[src/rtl/ofdm_pkg.sv]
// Shared types and default frame geometry for the OFDM frame sequencer.
package ofdm_pkg;

    typedef enum logic [1:0] {IDLE, RUN, DRAIN, DONE} seq_state_t;

    typedef struct packed {
        logic is_null;
        logic sos;
        logic sof;
        logic eof;
    } slot_tag_t;

    localparam int TAG_W              = $bits(slot_tag_t);
    localparam int DEF_ADDR_WIDTH     = 11;
    localparam int DEF_DATA_WIDTH     = 8;
    localparam int DEF_ROM_DEPTH      = 1648;
    localparam int DEF_NUM_CARRIERS   = 64;
    localparam int DEF_GUARD_LO       = 8;
    localparam int DEF_DATA_PER_SYM   = 48;
    localparam int DEF_SYMS_PER_FRAME = 14;

    function automatic logic is_data_slot(input int slot, input int guard_lo, input int data_per_sym);
        return (slot >= guard_lo) && (slot < guard_lo + data_per_sym);
    endfunction

endpackage

[src/rtl/ofdm_frame_sequencer_if.sv]
// Slot stream from the frame sequencer to the IFFT input stage.
interface ofdm_frame_sequencer_if import ofdm_pkg::*; #(
    parameter int DATA_WIDTH = DEF_DATA_WIDTH
);
    logic [DATA_WIDTH-1:0] m_data;
    logic                  m_null;
    logic                  m_sos;
    logic                  m_sof;
    logic                  m_eof;
    logic                  m_valid;
    logic                  m_ready;

    modport master (output m_data, m_null, m_sos, m_sof, m_eof, m_valid, input m_ready);
    modport slave  (input m_data, m_null, m_sos, m_sof, m_eof, m_valid, output m_ready);
endinterface

[src/rtl/seq_skid_fifo.sv]
// Two-entry FIFO; the writer must only push when space is known to exist (see count_o).
module seq_skid_fifo #(
    parameter int W = 12
) (
    input  logic         clk,
    input  logic         rst,
    input  logic         flush_i,
    input  logic         in_valid_i,
    input  logic [W-1:0] in_data_i,
    output logic         out_valid_o,
    input  logic         out_ready_i,
    output logic [W-1:0] out_data_o,
    output logic [1:0]   count_o
);
    logic [W-1:0] mem_q [2];
    logic         wr_ptr_q;
    logic         rd_ptr_q;
    logic [1:0]   cnt_q;
    logic         push;
    logic         pop;

    assign push        = in_valid_i && (cnt_q != 2'd2);
    assign pop         = out_valid_o && out_ready_i;
    assign out_valid_o = (cnt_q != 2'd0);
    assign out_data_o  = mem_q[rd_ptr_q];
    assign count_o     = cnt_q;

    always_ff @(posedge clk or posedge rst) begin
        if (rst) begin
            wr_ptr_q <= 1'b0;
            rd_ptr_q <= 1'b0;
            cnt_q    <= 2'd0;
        end else if (flush_i) begin
            wr_ptr_q <= 1'b0;
            rd_ptr_q <= 1'b0;
            cnt_q    <= 2'd0;
        end else begin
            if (push) wr_ptr_q <= ~wr_ptr_q;
            if (pop)  rd_ptr_q <= ~rd_ptr_q;
            cnt_q <= cnt_q + 2'(push) - 2'(pop);
        end
    end

    // Storage is not reset: every consumer gates it with out_valid_o.
    always_ff @(posedge clk) begin
        if (push) mem_q[wr_ptr_q] <= in_data_i;
    end
endmodule

[src/rtl/ofdm_frame_sequencer.sv]
// Walks slot/symbol counters, reads QAM words from ROM for data slots, and streams
// tagged slots through a one-deep ROM-latency tag pipe into a 2-entry output FIFO.
module ofdm_frame_sequencer import ofdm_pkg::*; #(
    parameter int ADDR_WIDTH     = DEF_ADDR_WIDTH,
    parameter int DATA_WIDTH     = DEF_DATA_WIDTH,
    parameter int ROM_DEPTH      = DEF_ROM_DEPTH,
    parameter int NUM_CARRIERS   = DEF_NUM_CARRIERS,
    parameter int GUARD_LO       = DEF_GUARD_LO,
    parameter int DATA_PER_SYM   = DEF_DATA_PER_SYM,
    parameter int SYMS_PER_FRAME = DEF_SYMS_PER_FRAME
) (
    input  logic                  clk,
    input  logic                  rst,
    input  logic                  start,
    input  logic                  abort,
    output logic [ADDR_WIDTH-1:0] rom_addr,
    output logic                  rom_en,
    input  logic [DATA_WIDTH-1:0] rom_data,
    ofdm_frame_sequencer_if.master m,
    output logic                  busy,
    output logic                  done
);
    localparam int SLOT_W = $clog2(NUM_CARRIERS) + 1;
    localparam int SYM_W  = $clog2(SYMS_PER_FRAME) + 1;

    seq_state_t            state_q;
    logic [SLOT_W-1:0]     slot_q;
    logic [SYM_W-1:0]      sym_q;
    logic [ADDR_WIDTH-1:0] addr_q;
    logic                  infl_q;
    slot_tag_t             tag_q;
    slot_tag_t             tag_d;

    logic                  is_data;
    logic                  last_in_sym;
    logic                  last_sym;
    logic                  credit;
    logic                  issue;
    logic                  pop;
    logic [2:0]            occ_sum;
    logic                  head_valid;
    logic [1:0]            fifo_count;
    slot_tag_t             head_tag;
    logic [DATA_WIDTH-1:0] head_word;

    assign is_data     = is_data_slot(int'(slot_q), GUARD_LO, DATA_PER_SYM);
    assign last_in_sym = (slot_q == SLOT_W'(NUM_CARRIERS - 1));
    assign last_sym    = (sym_q == SYM_W'(SYMS_PER_FRAME - 1));
    assign pop         = head_valid && m.m_ready;

    // A slot popped this cycle frees its entry in time for the slot issued now.
    assign occ_sum = 3'(fifo_count) + 3'(infl_q);
    assign credit  = occ_sum < (3'd2 + 3'(pop));
    assign issue   = (state_q == RUN) && credit && !abort;

    assign rom_en   = issue && is_data;
    assign rom_addr = addr_q;
    assign busy     = (state_q != IDLE);
    assign done     = (state_q == DONE);

    always_comb begin
        tag_d         = '0;
        tag_d.is_null = !is_data;
        tag_d.sos     = (slot_q == '0);
        tag_d.sof     = (slot_q == '0) && (sym_q == '0);
        tag_d.eof     = last_in_sym && last_sym;
    end

    always_ff @(posedge clk or posedge rst) begin
        if (rst) begin
            state_q <= IDLE;
            slot_q  <= '0;
            sym_q   <= '0;
            addr_q  <= '0;
            infl_q  <= 1'b0;
        end else begin
            if (rom_en) addr_q <= (addr_q == ADDR_WIDTH'(ROM_DEPTH - 1)) ? '0 : addr_q + ADDR_WIDTH'(1);
            infl_q <= issue;
            if (abort) begin
                state_q <= IDLE;
                slot_q  <= '0;
                sym_q   <= '0;
            end else begin
                case (state_q)
                    IDLE: if (start) begin
                        state_q <= RUN;
                        slot_q  <= '0;
                        sym_q   <= '0;
                    end
                    RUN: if (issue) begin
                        if (last_in_sym) begin
                            slot_q <= '0;
                            if (last_sym) begin
                                sym_q   <= '0;
                                state_q <= DRAIN;
                            end else begin
                                sym_q <= sym_q + SYM_W'(1);
                            end
                        end else begin
                            slot_q <= slot_q + SLOT_W'(1);
                        end
                    end
                    DRAIN: if (pop && head_tag.eof) state_q <= DONE;
                    DONE:  state_q <= IDLE;
                    default: state_q <= IDLE;
                endcase
            end
        end
    end

    // Tag pipe stage: lines up with the ROM word arriving one cycle after rom_en.
    always_ff @(posedge clk) begin
        if (issue) tag_q <= tag_d;
    end

    seq_skid_fifo #(.W(TAG_W + DATA_WIDTH)) u_fifo (
        .clk         (clk),
        .rst         (rst),
        .flush_i     (abort),
        .in_valid_i  (infl_q),
        .in_data_i   ({tag_q, (tag_q.is_null ? {DATA_WIDTH{1'b0}} : rom_data)}),
        .out_valid_o (head_valid),
        .out_ready_i (m.m_ready),
        .out_data_o  ({head_tag, head_word}),
        .count_o     (fifo_count)
    );

    assign m.m_valid = head_valid;
    assign m.m_data  = head_valid ? head_word : '0;
    assign m.m_null  = head_valid && head_tag.is_null;
    assign m.m_sos   = head_valid && head_tag.sos;
    assign m.m_sof   = head_valid && head_tag.sof;
    assign m.m_eof   = head_valid && head_tag.eof;
endmodule

[src/flat_wrapper.sv]
// flat-port wrapper written by rule: the top's interface ports become plain ports
module ofdm_frame_sequencer_flat import ofdm_pkg::*;
#(
    parameter int ADDR_WIDTH     = DEF_ADDR_WIDTH,
    parameter int DATA_WIDTH     = DEF_DATA_WIDTH,
    parameter int ROM_DEPTH      = DEF_ROM_DEPTH,
    parameter int NUM_CARRIERS   = DEF_NUM_CARRIERS,
    parameter int GUARD_LO       = DEF_GUARD_LO,
    parameter int DATA_PER_SYM   = DEF_DATA_PER_SYM,
    parameter int SYMS_PER_FRAME = DEF_SYMS_PER_FRAME
)
  (clk, rst, start, abort, rom_addr, rom_en, rom_data, busy, done, m_m_data, m_m_null, m_m_sos, m_m_sof, m_m_eof, m_m_valid, m_m_ready);
  ofdm_frame_sequencer_if #(.DATA_WIDTH(DATA_WIDTH)) m_i ();
  input  logic clk;
  input  logic rst;
  input  logic start;
  input  logic abort;
  output logic [ADDR_WIDTH-1:0] rom_addr;
  output logic rom_en;
  input  logic [DATA_WIDTH-1:0] rom_data;
  output logic busy;
  output logic done;
  output wire logic [$bits(m_i.m_data)-1:0] m_m_data;
  output wire logic [$bits(m_i.m_null)-1:0] m_m_null;
  output wire logic [$bits(m_i.m_sos)-1:0] m_m_sos;
  output wire logic [$bits(m_i.m_sof)-1:0] m_m_sof;
  output wire logic [$bits(m_i.m_eof)-1:0] m_m_eof;
  output wire logic [$bits(m_i.m_valid)-1:0] m_m_valid;
  input wire logic [$bits(m_i.m_ready)-1:0] m_m_ready;
  assign m_m_data = m_i.m_data;
  assign m_m_null = m_i.m_null;
  assign m_m_sos = m_i.m_sos;
  assign m_m_sof = m_i.m_sof;
  assign m_m_eof = m_i.m_eof;
  assign m_m_valid = m_i.m_valid;
  assign m_i.m_ready = m_m_ready;
  ofdm_frame_sequencer #(.ADDR_WIDTH(ADDR_WIDTH), .DATA_WIDTH(DATA_WIDTH), .ROM_DEPTH(ROM_DEPTH), .NUM_CARRIERS(NUM_CARRIERS), .GUARD_LO(GUARD_LO), .DATA_PER_SYM(DATA_PER_SYM), .SYMS_PER_FRAME(SYMS_PER_FRAME)) u_core (.clk(clk), .rst(rst), .start(start), .abort(abort), .rom_addr(rom_addr), .rom_en(rom_en), .rom_data(rom_data), .m(m_i), .busy(busy), .done(done));
endmodule
[config.mk]
export PLATFORM = sky130hd
export DESIGN_NAME = ofdm_frame_sequencer_flat
export DESIGN_NICKNAME = d
export VERILOG_FILES = /design/src/rtl/ofdm_pkg.sv /design/src/rtl/ofdm_frame_sequencer_if.sv /design/src/rtl/seq_skid_fifo.sv /design/src/rtl/ofdm_frame_sequencer.sv /design/src/flat_wrapper.sv
export SDC_FILE = /design/constraint.sdc
export NUM_CORES = 1
export LEC_CHECK = 0
export CAP_MARGIN = 20
export CORE_ASPECT_RATIO = 0.9
export CORE_MARGIN = 5
export CORE_UTILIZATION = 44
export CTS_BUF_LIST = sky130_fd_sc_hd__clkbuf_8
export DETAILED_ROUTE_END_ITERATION = 10
export PLACE_DENSITY = 0.65
export SETUP_SLACK_MARGIN = 0.02
export SKIP_LAST_GASP = 1
export SLEW_MARGIN = 20
export SYNTH_ARGS = -nofsm -noshare
export SYNTH_HDL_FRONTEND = slang
export SYNTH_SLANG_ARGS = --single-unit
[constraint.sdc]
create_clock -name clk -period 2.46 [get_ports clk]
set_clock_uncertainty 0.05 [all_clocks]
set_input_delay 0.246 -clock clk [delete_from_list [all_inputs] [get_ports clk]]
set_output_delay 0.246 -clock clk [all_outputs]
set_load 0.01 [all_outputs]
# == Yosys cells after proc, flatten, opt, wreduce, memory -nomap -nowiden ==
# Memory sizes are Yosys's and may differ from the RTL's.
# Index checks and enable logic that the tools add are counted.
# totals
register_bits,34
ramBits,24
n_memories,1
# memory_table
name,depth,width,read_ports,rd_clocked_by_memory_dff,wr,line_no,rtl
u_core.u_fifo.mem_q,2,12,1,0,1,seq_skid_fifo.sv:15,logic [W-1:0] mem_q [2];
# classes
add_sub_neg,7
order_cmp,3
eq_ne,12
n_mux,28
n_bitwise,2
reduce_logical,26
# ops
op,count
7-bit two-way mux,4
5-bit two-way mux,5
8-bit two-way mux,2
2-bit two-way mux,7
7-bit case mux with 2 select lines,1
1-bit logical AND,13
"3-bit by 2-bit != test with 1-bit output, second input constant",4
"11-bit by 1-bit adder with 11-bit output, second input constant",1
"11-bit == test, second input constant",1
11-bit two-way mux,1
5-bit case mux with 2 select lines,1
2-bit case mux with 4 select lines,1
2-bit nonzero test,4
"7-bit by 1-bit adder with 7-bit output, second input constant",1
"7-bit by 6-bit == test with 1-bit output, second input constant",1
"7-bit by 4-bit greater-or-equal comparator with 1-bit output, second input constant",1
7-bit zero test,1
"7-bit by 6-bit < comparator with 1-bit output, second input constant",1
1-bit two-way mux,6
"5-bit by 1-bit adder with 5-bit output, second input constant",1
"5-bit by 4-bit == test with 1-bit output, second input constant",1
5-bit zero test,1
5-bit AND reduction,1
"2-bit == test, second input constant",2
14 further kinds,16

# == Longest topological paths before layout ==
# Gate-level depths: netlist of run 1.
# logic_depth
word_depth,9
ltp_mapped,8

# == By module ==
# Synthesis of run 1 repeated with hierarchy kept, for this count alone.
# unflattened
cells_unflattened,271
hier_area_um2,3071.7
# by_module_without_submodules
module,instances,cells_per_inst,area_per_inst_um2
ofdm_frame_sequencer,1,210,1966.9
seq_skid_fifo,1,61,1104.8

# == Least setup slack after synthesis of run 1 ==
# Ideal clock, no wire load.
# synth_path
path_kind,reg2reg
startpoint,register u_core.u_fifo.cnt_q[0] (netlist: u_core.u_fifo.count_o[0])
endpoint,register u_core.slot_q[0]
setup_ps,129
t_arrival_ps,1781
required_time_ps,2281
slack_ps,500
stages_incl_launch_ff,9
n_path_buf,1
cell_sequence,dfrtp_1 > ha_1 > ha_1 > clkbuf_1 > nor2_1 > a211oi_1 > nor2_1 > nand4_1 > o21ai_0
# synth_via
elab_chain_cells,8
word_cells_on_any_way,9
# synth_lines
item,line_no,rtl
from (decl),seq_skid_fifo.sv:18,logic [1:0] cnt_q;
from (signal assigned),seq_skid_fifo.sv:40,cnt_q <= cnt_q + 2'(push) - 2'(pop);
2-bit nonzero test,seq_skid_fifo.sv:24,assign out_valid_o = (cnt_q != 2'd0);
1-bit logical AND,ofdm_frame_sequencer.sv:49,assign pop = head_valid && m.m_ready;
2-bit by 1-bit adder with 3-bit output,ofdm_frame_sequencer.sv:53,assign credit = occ_sum < (3'd2 + 3'(pop));
3-bit < comparator (*),ofdm_frame_sequencer.sv:53,
1-bit logical AND (*) (2 in a row),ofdm_frame_sequencer.sv:54,assign issue = (state_q == RUN) && credit && !abort;
3-bit by 2-bit != test with 1-bit output (no line) (*),n/a,
3-bit AND reduction (no line) (*),n/a,
to (signal assigned),ofdm_frame_sequencer.sv:100,slot_q <= slot_q + SLOT_W'(1);
to (decl),ofdm_frame_sequencer.sv:27,logic [SLOT_W-1:0] slot_q;
# Every way passes the cells marked *; elsewhere a longest branch is shown, timed or not.
# A chain may end at the register's enable or synchronous reset.

# == Worst setup path after layout of run 1 ==
# layout_path
startpoint,register u_core.u_fifo.cnt_q[0] (netlist: u_core.u_fifo.count_o[0])
endpoint,output port rom_en
# layout_via
elab_chain_cells,7
word_cells_on_any_way,8
# layout_lines
item,line_no,rtl
2-bit nonzero test,seq_skid_fifo.sv:24,
1-bit logical AND,ofdm_frame_sequencer.sv:49,
2-bit by 1-bit adder with 3-bit output,ofdm_frame_sequencer.sv:53,
3-bit < comparator (*),ofdm_frame_sequencer.sv:53,
1-bit logical AND (*) (2 in a row),ofdm_frame_sequencer.sv:54,
1-bit logical AND (*),ofdm_frame_sequencer.sv:56,assign rom_en = issue && is_data;
to (decl),flat_wrapper.sv:19,output logic rom_en;
# Marks and branches as above.

==> impl_metrics.yaml, run 1 <==
die:
  rows: 28
  die_h_um: 88.1
  die_area_um2: 8520
  initial_core_util: 0.453
  io_pins: 40
  core-area_um2: 6590
  fp.dieW_um: 96.8
route:
  drt_iter0_markers: 115
  vias: 2169
  via_per_inst: 5.14
  ant_nets: 0
  routedWlPerCell_um: 14.4
  drc: 0
  firstDrtPassIters: 4
  postRouteWirelength_mm: 6.09
setup_path:
  cp_slowest_cell: "dfrtp_1"
  path_max_fanout: 5
  critPathCaptureType: "primary output"
  crit_end: "rom_en"
  max_stage_delay_ns: 0.43
  r2r_cells: 8
  rr_startpoint: "u_core.u_fifo.count_o[0]$_DFF_PP0_"
  crit_chain: "ha_1 -> ha_1 -> o21ai_1 -> nand3_2 -> inv_2 -> dlygate4sd2_1"
  critPathLaunchType: "flip-flop"
  worstReg2RegEnd: "u_core.slot_q[0]$_DFFE_PP0P_"
  critPathArrivalTime_ns: 1.98
  path_class: "reg2out"
  crit_required_ns: 2.16
  crit_start: "u_core.u_fifo.count_o[0]$_DFF_PP0_"
  reg2reg_slack_ns: 0.21
  crit_path_frequent_cell: "ha_1"
place:
  hpwl_mm: 4.42
  place_congestion: 0.847
  place.port_buffers: 39
  dp_slack_ns: 0.113
logic_synthesis:
  synth_top_family_by_area: "simple AND/OR/NAND/NOR gates"
  synth_fa_ha_area_frac: 0.0588
  post-synth-top-area-fraction: 0.282
  syn_nets: 299
  ys_async_sr_fraction: 0.517
  syn_inst: 272
  synth-simple-area-share: 0.212
  synth_cell_types: 49
  synthMuxAreaShare: 0.0470
  netlist_area_um2: 2980
  synth_edf_count: 28
  synth-compound-area-share: 0.0785
  yosysTopAreaCell: "edfxtp_1"
  yosys_register_bits: 58
  yosysWarnings: 0
  synthTopCellsByArea: "edfxtp_1, dfrtp_1, ha_1, mux2i_1, nor2_1"
  synth_flop_cell: "dfrtp_1"
  avgSynthCellArea_um2: 11.0
  synth-xor-area-share: 0.0382
  synth-seq-area-share: 0.534
cells_and_area:
  layout_commonest_cell: "clkdlybuf4s50_1"
  diodes: 0
  utilization: 0.570
  area_delta_synth_final_pct: 25.9
  fin_nets: 354
  drive_gt1_frac: 0.120
  final_cell_mix: "clkdlybuf4s50_1, nor2_1, dfrtp_1, edfxtp_1, inv_1"
timing:
  slew_violations: 0
  fmax_mhz: 439
  hold_viol: 0
  relSlewSlack: 0.501
  worst_pin_slew_ns: 0.744
  period_needed_ns: 2.28
  tns_ns: 0
  setup_slack_ns: 0.180
  finalSetupViolCount: 0
  finalCritPeriodShare: 0.927
  rsz0062_at_grt: "no"
global_routing:
  grt_pass1_vias: 2147
  grt.total_usage: 0.155
  grt_pass1_wl_mm: 10.5
  antenna_found_initial: 0
  overflow: 0
  grt_max_degree: 31
clocking:
  cts_tree: "done"
  clk_pin_slew_ns: 0.06
  clkSinkCount: 58
  cts_buffer_depth: 2
  htreeDepth: 3
  numCtsBuffers: 9
  clk_latency_ns: 0.33
  cts_root_buf: "clkbuf_8"
pwr:
  power_density_nw_per_um2: 797
  ir_drop_mv: 0.374
  p_leak_nw: 1.46
outcome:
  outcome: "complete, no violations"
min_path:
  min_path_type: "in2async"
run:
  cap_violations: 0
timing repair:
action,4_1_cts,5_1_grt
hold buffers,0,0
resized for setup,2,0
setup buffers,0,0
hold endpoints to repair,0,0
endpoints found under the setup margin,1,0
stage by stage:
stage / std cells / power, mW / hold slack [ns] / cell area, um2
6_report: 422 / 2.99 / 0.250 / 3750
5_1_grt: 422 / 3.16 / 0.286 / 3750
4_1_cts: 420 / 3.01 / 0.254 / 3740
3_5_place_dp: 404 / 2.08 / 0.386 / 3530
3_3_place_gp: 404 / 2.07 / 0.373 / 3530
2_1_floorplan: 272 / 1.75 / 0.287 / 2980
sequential cells by signal (all words and copies together) (netlist names):
register                cells
u_core.u_fifo.rd_ptr_q      1
u_core.slot_q               7
u_core.state_q              2
u_core.rom_addr            11
u_core.u_fifo.wr_ptr_q      1
u_core.infl_q               1
u_core.sym_q                5
u_core.u_fifo.count_o       2
u_core.tag_q                4
u_core.u_fifo.mem_q        24
synthesized netlist by cell type (4+ instances only):
master,n
clkbuf_1,4
dfrtp_1,30
edfxtp_1,28
ha_1,14
inv_1,16
mux2i_1,14
nand2_1,12
nand2b_1,4
nand3_1,9
nand4_1,4
nor2_1,35
nor2b_1,13
nor3_1,10
o21ai_0,16
xnor2_1,12
metal layers:
metal | up-vias | share of wire | global-route usage | wire (um)
met5 | - | 0 | 0 | 0
met4 | 0 | 0.011 | 0.0383 | 68
met3 | 7 | 0.045 | 0.0589 | 273
met2 | 50 | 0.48 | 0.258 | 2900
met1 | 1040 | 0.47 | 0.192 | 2840
li1 | 1072 | - | - | -
worst max-delay path: cells and delay by family, from the launching register on:
kind | cells | cell delay (ns)
AND/OR/NAND/NOR | 1 | 0.13
AO/OA/AOI/OAI | 1 | 0.15
adder cells (fa/ha/maj) | 2 | 0.55
flip-flops | 1 | 0.43
buffers and inverters | 2 | 0.40
worst min-delay path by stage:
stage | slack (ns) | end | from
finish | 0.25 | u_core.rom_addr[8]$_DFFE_PP0P_ | rst
global route | 0.29 | u_core.rom_addr[7]$_DFFE_PP0P_ | rst
CTS | 0.25 | u_core.u_fifo.wr_ptr_q$_DFFE_PP0P_ | rst
detailed placement | 0.39 | u_core.u_fifo.mem_q[0][9]$_DFFE_PP_ | u_core.tag_q[1]$_DFFE_PP_
global placement | 0.37 | u_core.u_fifo.mem_q[0][9]$_DFFE_PP_ | u_core.tag_q[1]$_DFFE_PP_
floorplan | 0.29 | u_core.infl_q$_DFF_PP0_ | rst
kinds of logic after synthesis:
| logic type | Yosys count |
|---|---|
| mux | 14 |
| compound gates | 36 |
| simple gates | 113 |
| xor+xnor | 13 |
| buf+inv | 24 |
| flops | 58 |
| fa+ha+maj | 14 |
where the power goes:
| group | switching [mW] | internal [mW] | leakage, nW | total [mW] |
|---|---|---|---|---|
| Combinational | 0.451 | 0.413 | 0.695 | 0.865 |
| Clock | 0.370 | 0.559 | 0.108 | 0.929 |
| Sequential | 0.0625 | 1.13 | 0.659 | 1.19 |
final cells by class:
| type | count | area [um2] |
|---|---|---|
| fillers | 586 | 2840 |
| flip-flops and latches | 58 | 1590 |
| multi-input cells | 190 | 1290 |
| repair buffers | 51 | 479 |
| clock buffers | 9 | 124 |
| well taps | 90 | 113 |
| clock inverters | 7 | 85.1 |
| inverters | 17 | 63.8 |
Note: power is estimated with default switching activity, not from simulation.
==> run 2: changes to the inputs <==
--- a/config.mk
+++ b/config.mk
@@ -17,4 +17,5 @@
 export SLEW_MARGIN = 20
 export SYNTH_ARGS = -nofsm -noshare
 export SYNTH_HDL_FRONTEND = slang
+export SYNTH_HIERARCHICAL = 1
 export SYNTH_SLANG_ARGS = --single-unit
==> impl_metrics.yaml, run 2 <==
logic_synthesis:
  yosysWarnings: 6
  yosysTopAreaCell: "edfxtp_1"
  synth_edf_count: 28
  ys_async_sr_fraction: 0.517
  avgSynthCellArea_um2: 11.3
  yosysMostFrequentCell: "dfrtp_1"
  syn_inst: 271
  synthTopCellsByArea: "edfxtp_1, dfrtp_1, ha_1, mux2_2, and2_1"
  yosys-top-cells-count: "dfrtp_1, edfxtp_1, inv_1"
  synth_cell_types: 53
  yosys_register_bits: 58
  synth_flop_cell: "dfrtp_1"
  syn_nets: 298
  post-synth-top-area-fraction: 0.274
  synth-seq-area-share: 0.518
  netlist_area_um2: 3070
die:
  fp.dieW_um: 98.1
  die_h_um: 89.3
  io_pins: 40
  rows: 28
  core-area_um2: 6690
  die_area_um2: 8750
  initial_core_util: 0.459
pwr:
  p_leak_nw: 1.53
  ir_drop_mv: 0.319
  p_comb_frac: 0.384
  internal_power_mw: 2.17
  power_frac_seq: 0.386
  power_density_nw_per_um2: 846
  p_switching_mw: 1.06
  clkPwrFrac: 0.231
  swShare: 0.327
setup_path:
  crit_required_ns: 2.66
  critPathCaptureType: "flip-flop"
  crit_chain: "ha_1 -> ha_1 -> or3b_1 -> o2111a_2 -> or4_1 -> a21oi_1"
  reg2reg_slack_ns: 0.12
  r2r_cells: 6
  cp_slowest_cell: "or4_1"
  critPathLaunchType: "flip-flop"
  path_max_fanout: 16
  worstReg2RegEnd: "u_core/slot_q[5]$_DFFE_PP0P_"
  critPathArrivalTime_ns: 2.54
  crit_path_frequent_cell: "ha_1"
  path_class: "reg2reg"
  rr_startpoint: "u_core/infl_q$_DFF_PP0_"
  max_stage_delay_ns: 0.50
route:
  ant_nets: 0
  vias: 2263
  routedWlPerCell_um: 14.5
  via_per_inst: 5.34
  firstDrtPassIters: 4
  drt_iter0_markers: 135
  drc: 0
  postRouteWirelength_mm: 6.13
cells_and_area:
  fin_nets: 356
  final_cell_mix: "clkdlybuf4s50_1, dfrtp_1, edfxtp_1"
  area_delta_synth_final_pct: 24.3
  regMostFlops: "u_core/u_fifo/mem_q"
  final_cell_area_um2: 3820
  diodes: 0
  stdcell_count: 424
  layout_commonest_cell: "clkdlybuf4s50_1"
  largest_reg_flops: 24
  nFillCells: 589
  drive_gt1_frac: 0.183
place:
  place_congestion: 0.812
  hpwl_mm: 4.33
  place.port_buffers: 39
  dp_slack_ns: 0.0152
  place_inst: 407
  place_area_um2: 3640
clocking:
  holdBufCountCts: 0
  cts_tree: "done"
  cts_buffer_depth: 2
  clkSinkCount: 58
  htreeDepth: 3
  numCtsBuffers: 9
  clk_pin_slew_ns: 0.07
  clk_latency_ns: 0.33
  cts_root_buf: "clkbuf_8"
timing:
  finalCritPeriodShare: 0.949
  relSlewSlack: 0.667
  setup_slack_ns: 0.125
  slew_violations: 0
  finalSetupViolCount: 0
  fmax_mhz: 428
  rsz0062_at_grt: "no"
  tns_ns: 0
  worst_pin_slew_ns: 0.499
  period_needed_ns: 2.34
  hold_viol: 0
  whs_ns: 0.0666
min_path:
  min_path_type: "in2async"
run:
  cap_violations: 0
global_routing:
  grt_max_degree: 27
  grt_pass1_wl_mm: 10.5
  grt.total_usage: 0.154
  overflow: 0
  antenna_found_initial: 0
  grt_pass1_vias: 2181
outcome:
  outcome: "complete, no violations"
[run 2: logic make-up (layout without fill, tap and decap cells)]
family,Yosys count,in the layout,synth area share
adder cells (fa/ha/maj),14,14,0.0570
AND/OR/NAND/NOR,110,110,0.209
XOR/XNOR,5,5,0.0143
AO/OA/AOI/OAI,42,42,0.101
multiplexers,18,18,0.0656
buffers and inverters,24,87,0.0350
flip-flops,58,58,0.518
[run 2: cell type report]
type | count | area, um2 | share of cell area
clock buffer | 9 | 124 | 0.0324
clock inverter | 7 | 45.0 | 0.0118
inverter | 17 | 63.8 | 0.0167
multi-input combinational | 189 | 1380 | 0.360
sequential | 58 | 1590 | 0.417
tap | 90 | 113 | 0.0295
timing repair buffer | 54 | 504 | 0.132
[run 2: worst max-delay path by stage]
stage,slack [ns],depth (start not counted),startpoint,end
floorplan,0.30,7,u_core/infl_q$_DFF_PP0_,u_core/sym_q[4]$_DFFE_PP0P_
global placement,0.1,6,u_core/infl_q$_DFF_PP0_,u_core/sym_q[4]$_DFFE_PP0P_
detailed placement,0.02,6,u_core/infl_q$_DFF_PP0_,u_core/slot_q[5]$_DFFE_PP0P_
CTS,0.03,6,u_core/infl_q$_DFF_PP0_,u_core/sym_q[4]$_DFFE_PP0P_
global route,0.02,7,u_core/infl_q$_DFF_PP0_,rom_en
finish,0.12,6,u_core/infl_q$_DFF_PP0_,u_core/slot_q[5]$_DFFE_PP0P_
[run 2: layer usage]
metal  part of all wire  wire length (um)  GRT usage
met5                  0                 0          0
met4             0.0072                44     0.0453
met3              0.052               317     0.0530
met2               0.46              2820      0.245
met1               0.48              2950      0.202
[run 2: power groups by stage]
| stage | Sequential (mW) | Clock, mW | Combinational (mW) |
|---|---|---|---|
| 2_1_floorplan | 1.24 | 0 | 0.756 |
| 6_report | 1.25 | 0.746 | 1.24 |
| 3_5_place_dp | 1.27 | 0 | 1.24 |
| 3_3_place_gp | 1.26 | 0 | 1.22 |
| 5_1_grt | 1.27 | 0.837 | 1.37 |
| 4_1_cts | 1.25 | 0.777 | 1.24 |
[run 2: critical path, delay by kind of cell, from the launching register on]
kind / cells / cell delay, ns
and+or+nand+nor: 2 / 0.89
adders and majority gates: 2 / 0.51
DFF: 1 / 0.39
AOI/OAI and AO/OA: 2 / 0.43
[run 2: per-stage QoR]
stage	total power, mW	util
after floorplan	2.00	-
after global placement	2.48	0.543
after detailed placement	2.50	0.543
after CTS	3.27	0.569
after global routing	3.47	0.571
final	3.23	0.571
[run 2: timing repair]
action	CTS	global route
endpoints found under the setup margin	1	14
gates cloned	0	0
gates resized for setup	4	4
setup buffers	0	1
pin swaps	1	1
==> run 3: changes to the inputs <==
--- a/config.mk
+++ b/config.mk
@@ -7,7 +7,7 @@
 export LEC_CHECK = 0
 export CAP_MARGIN = 20
 export CORE_ASPECT_RATIO = 0.9
-export CORE_MARGIN = 5
+export CORE_MARGIN = 1.5
 export CORE_UTILIZATION = 44
 export CTS_BUF_LIST = sky130_fd_sc_hd__clkbuf_8
 export DETAILED_ROUTE_END_ITERATION = 10
==> impl_metrics.yaml, run 3 (synthesis results as in run 2) <==
pwr:
  p_switching_mw: 1.04
  power_density_nw_per_um2: 909
  power_frac_seq: 0.351
  p_comb_frac: 0.353
  clkPwrFrac: 0.296
  p_leak_nw: 1.56
  power_mw: 3.52
  ir_drop_mv: 0.485
  swShare: 0.297
  internal_power_mw: 2.47
setup_path:
  critical_path_buf_inv_count: 0
  critPathArrivalTime_ns: 2.50
  crit_chain: "ha_1 -> ha_1 -> or3b_1 -> o2111a_2 -> or3_1 -> a22o_1"
  path_class: "reg2reg"
  crit_required_ns: 2.64
  cp_slowest_cell: "dfrtp_1"
  r2r_cells: 6
  cp.depth: 6
  cp_top_family: "simple AND/OR/NAND/NOR gates"
  max_stage_delay_ns: 0.41
  critPathCaptureType: "flip-flop"
  critPathLaunchType: "flip-flop"
  path_max_fanout: 16
  crit_path_frequent_cell: "ha_1"
timing:
  period_needed_ns: 2.33
  hold_viol: 0
  finalCritPeriodShare: 0.947
  relSlewSlack: 0.626
  rsz0062_at_grt: "yes"
  fmax_mhz: 429
  tns_ns: 0
  finalSetupViolCount: 0
  whs_ns: 0.0739
  slew_violations: 0
  worst_pin_slew_ns: 0.560
route:
  drt_iter0_markers: 170
  ant_nets: 0
  firstDrtPassIters: 4
  vias: 2209
  postRouteWirelength_mm: 6.13
  drc: 0
  via_per_inst: 5.22
  routedWlPerCell_um: 14.5
cells_and_area:
  layout_commonest_cell: "clkdlybuf4s50_1"
  drive_gt1_frac: 0.171
  diodes: 0
  nFillCells: 574
  stdcell_count: 423
  final_cell_mix: "clkdlybuf4s50_1, dfrtp_1, edfxtp_1, inv_1"
  largest_reg_flops: 24
  fin_nets: 355
  regMostFlops: "u_core/u_fifo/mem_q"
  area_delta_synth_final_pct: 25.9
clocking:
  cts_tree: "done"
  numCtsBuffers: 9
  cts_buffer_depth: 2
  cts_root_buf: "clkbuf_8"
  htreeDepth: 3
  clkSinkCount: 58
  clk_latency_ns: 0.34
  holdBufCountCts: 0
  clk_pin_slew_ns: 0.06
die:
  die_area_um2: 7490
  rows: 28
  initial_core_util: 0.461
  core-area_um2: 6660
  die_h_um: 82.3
  io_pins: 40
  fp.dieW_um: 91.1
global_routing:
  grt.total_usage: 0.178
  grt_max_degree: 27
  antenna_found_initial: 0
  overflow: 0
  grt_pass1_vias: 2078
  grt_pass1_wl_mm: 10.2
place:
  place.port_buffers: 39
  place_congestion: 0.797
  place_inst: 405
  hpwl_mm: 4.13
run:
  cap_violations: 0
min_path:
  min_path_type: "in2async"
outcome:
  outcome: "complete, no violations"
run 3: power by group through the flow:
stage	logic [mW]	registers, mW	clock network (mW)
finish	1.24	1.23	1.04
global route	1.37	1.25	1.12
CTS	1.24	1.23	1.07
detailed placement	1.23	1.25	0
global placement	1.22	1.25	0
floorplan	0.756	1.24	0
run 3: repair_timing:
item                       in CTS  in global routing
gates cloned                    0                  0
gates resized for setup         3                  3
setup endpoints to repair       1                 11
pin swaps                       1                  1
buffers inserted                0                  2
run 3: layout make-up:
cell class | count | area (um2) | share of cell area
Sequential cell | 58 | 1590 | 0.411
Multi-Input combinational cell | 189 | 1380 | 0.356
Timing Repair Buffer | 53 | 490 | 0.127
Clock buffer | 9 | 124 | 0.0320
Tap cell | 90 | 113 | 0.0291
Clock inverter | 7 | 110 | 0.0285
Inverter | 17 | 63.8 | 0.0165
run 3: path summary, 6_finish.rpt:
check	endpoint	slack (ns)	startpoint
setup / recovery	u_core/sym_q[4]$_DFFE_PP0P_	0.13	u_core/infl_q$_DFF_PP0_
hold / removal	u_core/u_fifo/count_o[1]$_DFF_PP0_	0.07	rst
setup reg to reg	u_core/sym_q[4]$_DFFE_PP0P_	0.13	u_core/infl_q$_DFF_PP0_
hold reg to reg	u_core/u_fifo/mem_q[1][8]$_DFFE_PP_	0.39	u_core/tag_q[0]$_DFFE_PP_
max in group asynchronous	u_core/sym_q[4]$_DFFE_PP0P_	1.84	rst
min in group clk	u_core/u_fifo/mem_q[1][8]$_DFFE_PP_	0.39	u_core/tag_q[0]$_DFFE_PP_
run 3: layer usage:
layer / up-vias / share of wire / GRT usage
met5: - / 0 / 0
met4: 0 / 0.010 / 0.0656
met3: 6 / 0.048 / 0.0586
met2: 44 / 0.44 / 0.271
met1: 1050 / 0.50 / 0.239
li1: 1109 / - / -
run 3: through the flow:
| step | setup WS, ns | instance area (um2) | utilization |
|---|---|---|---|
| after detailed placement | 0.0398 | 3620 | 0.544 |
| after global placement | 0.0887 | 3620 | 0.544 |
| after floorplan | 0.302 | 3070 | - |
| final | 0.131 | 3870 | 0.581 |
| after CTS | 0.0247 | 3850 | 0.579 |
| after global routing | 0.0126 | 3870 | 0.581 |
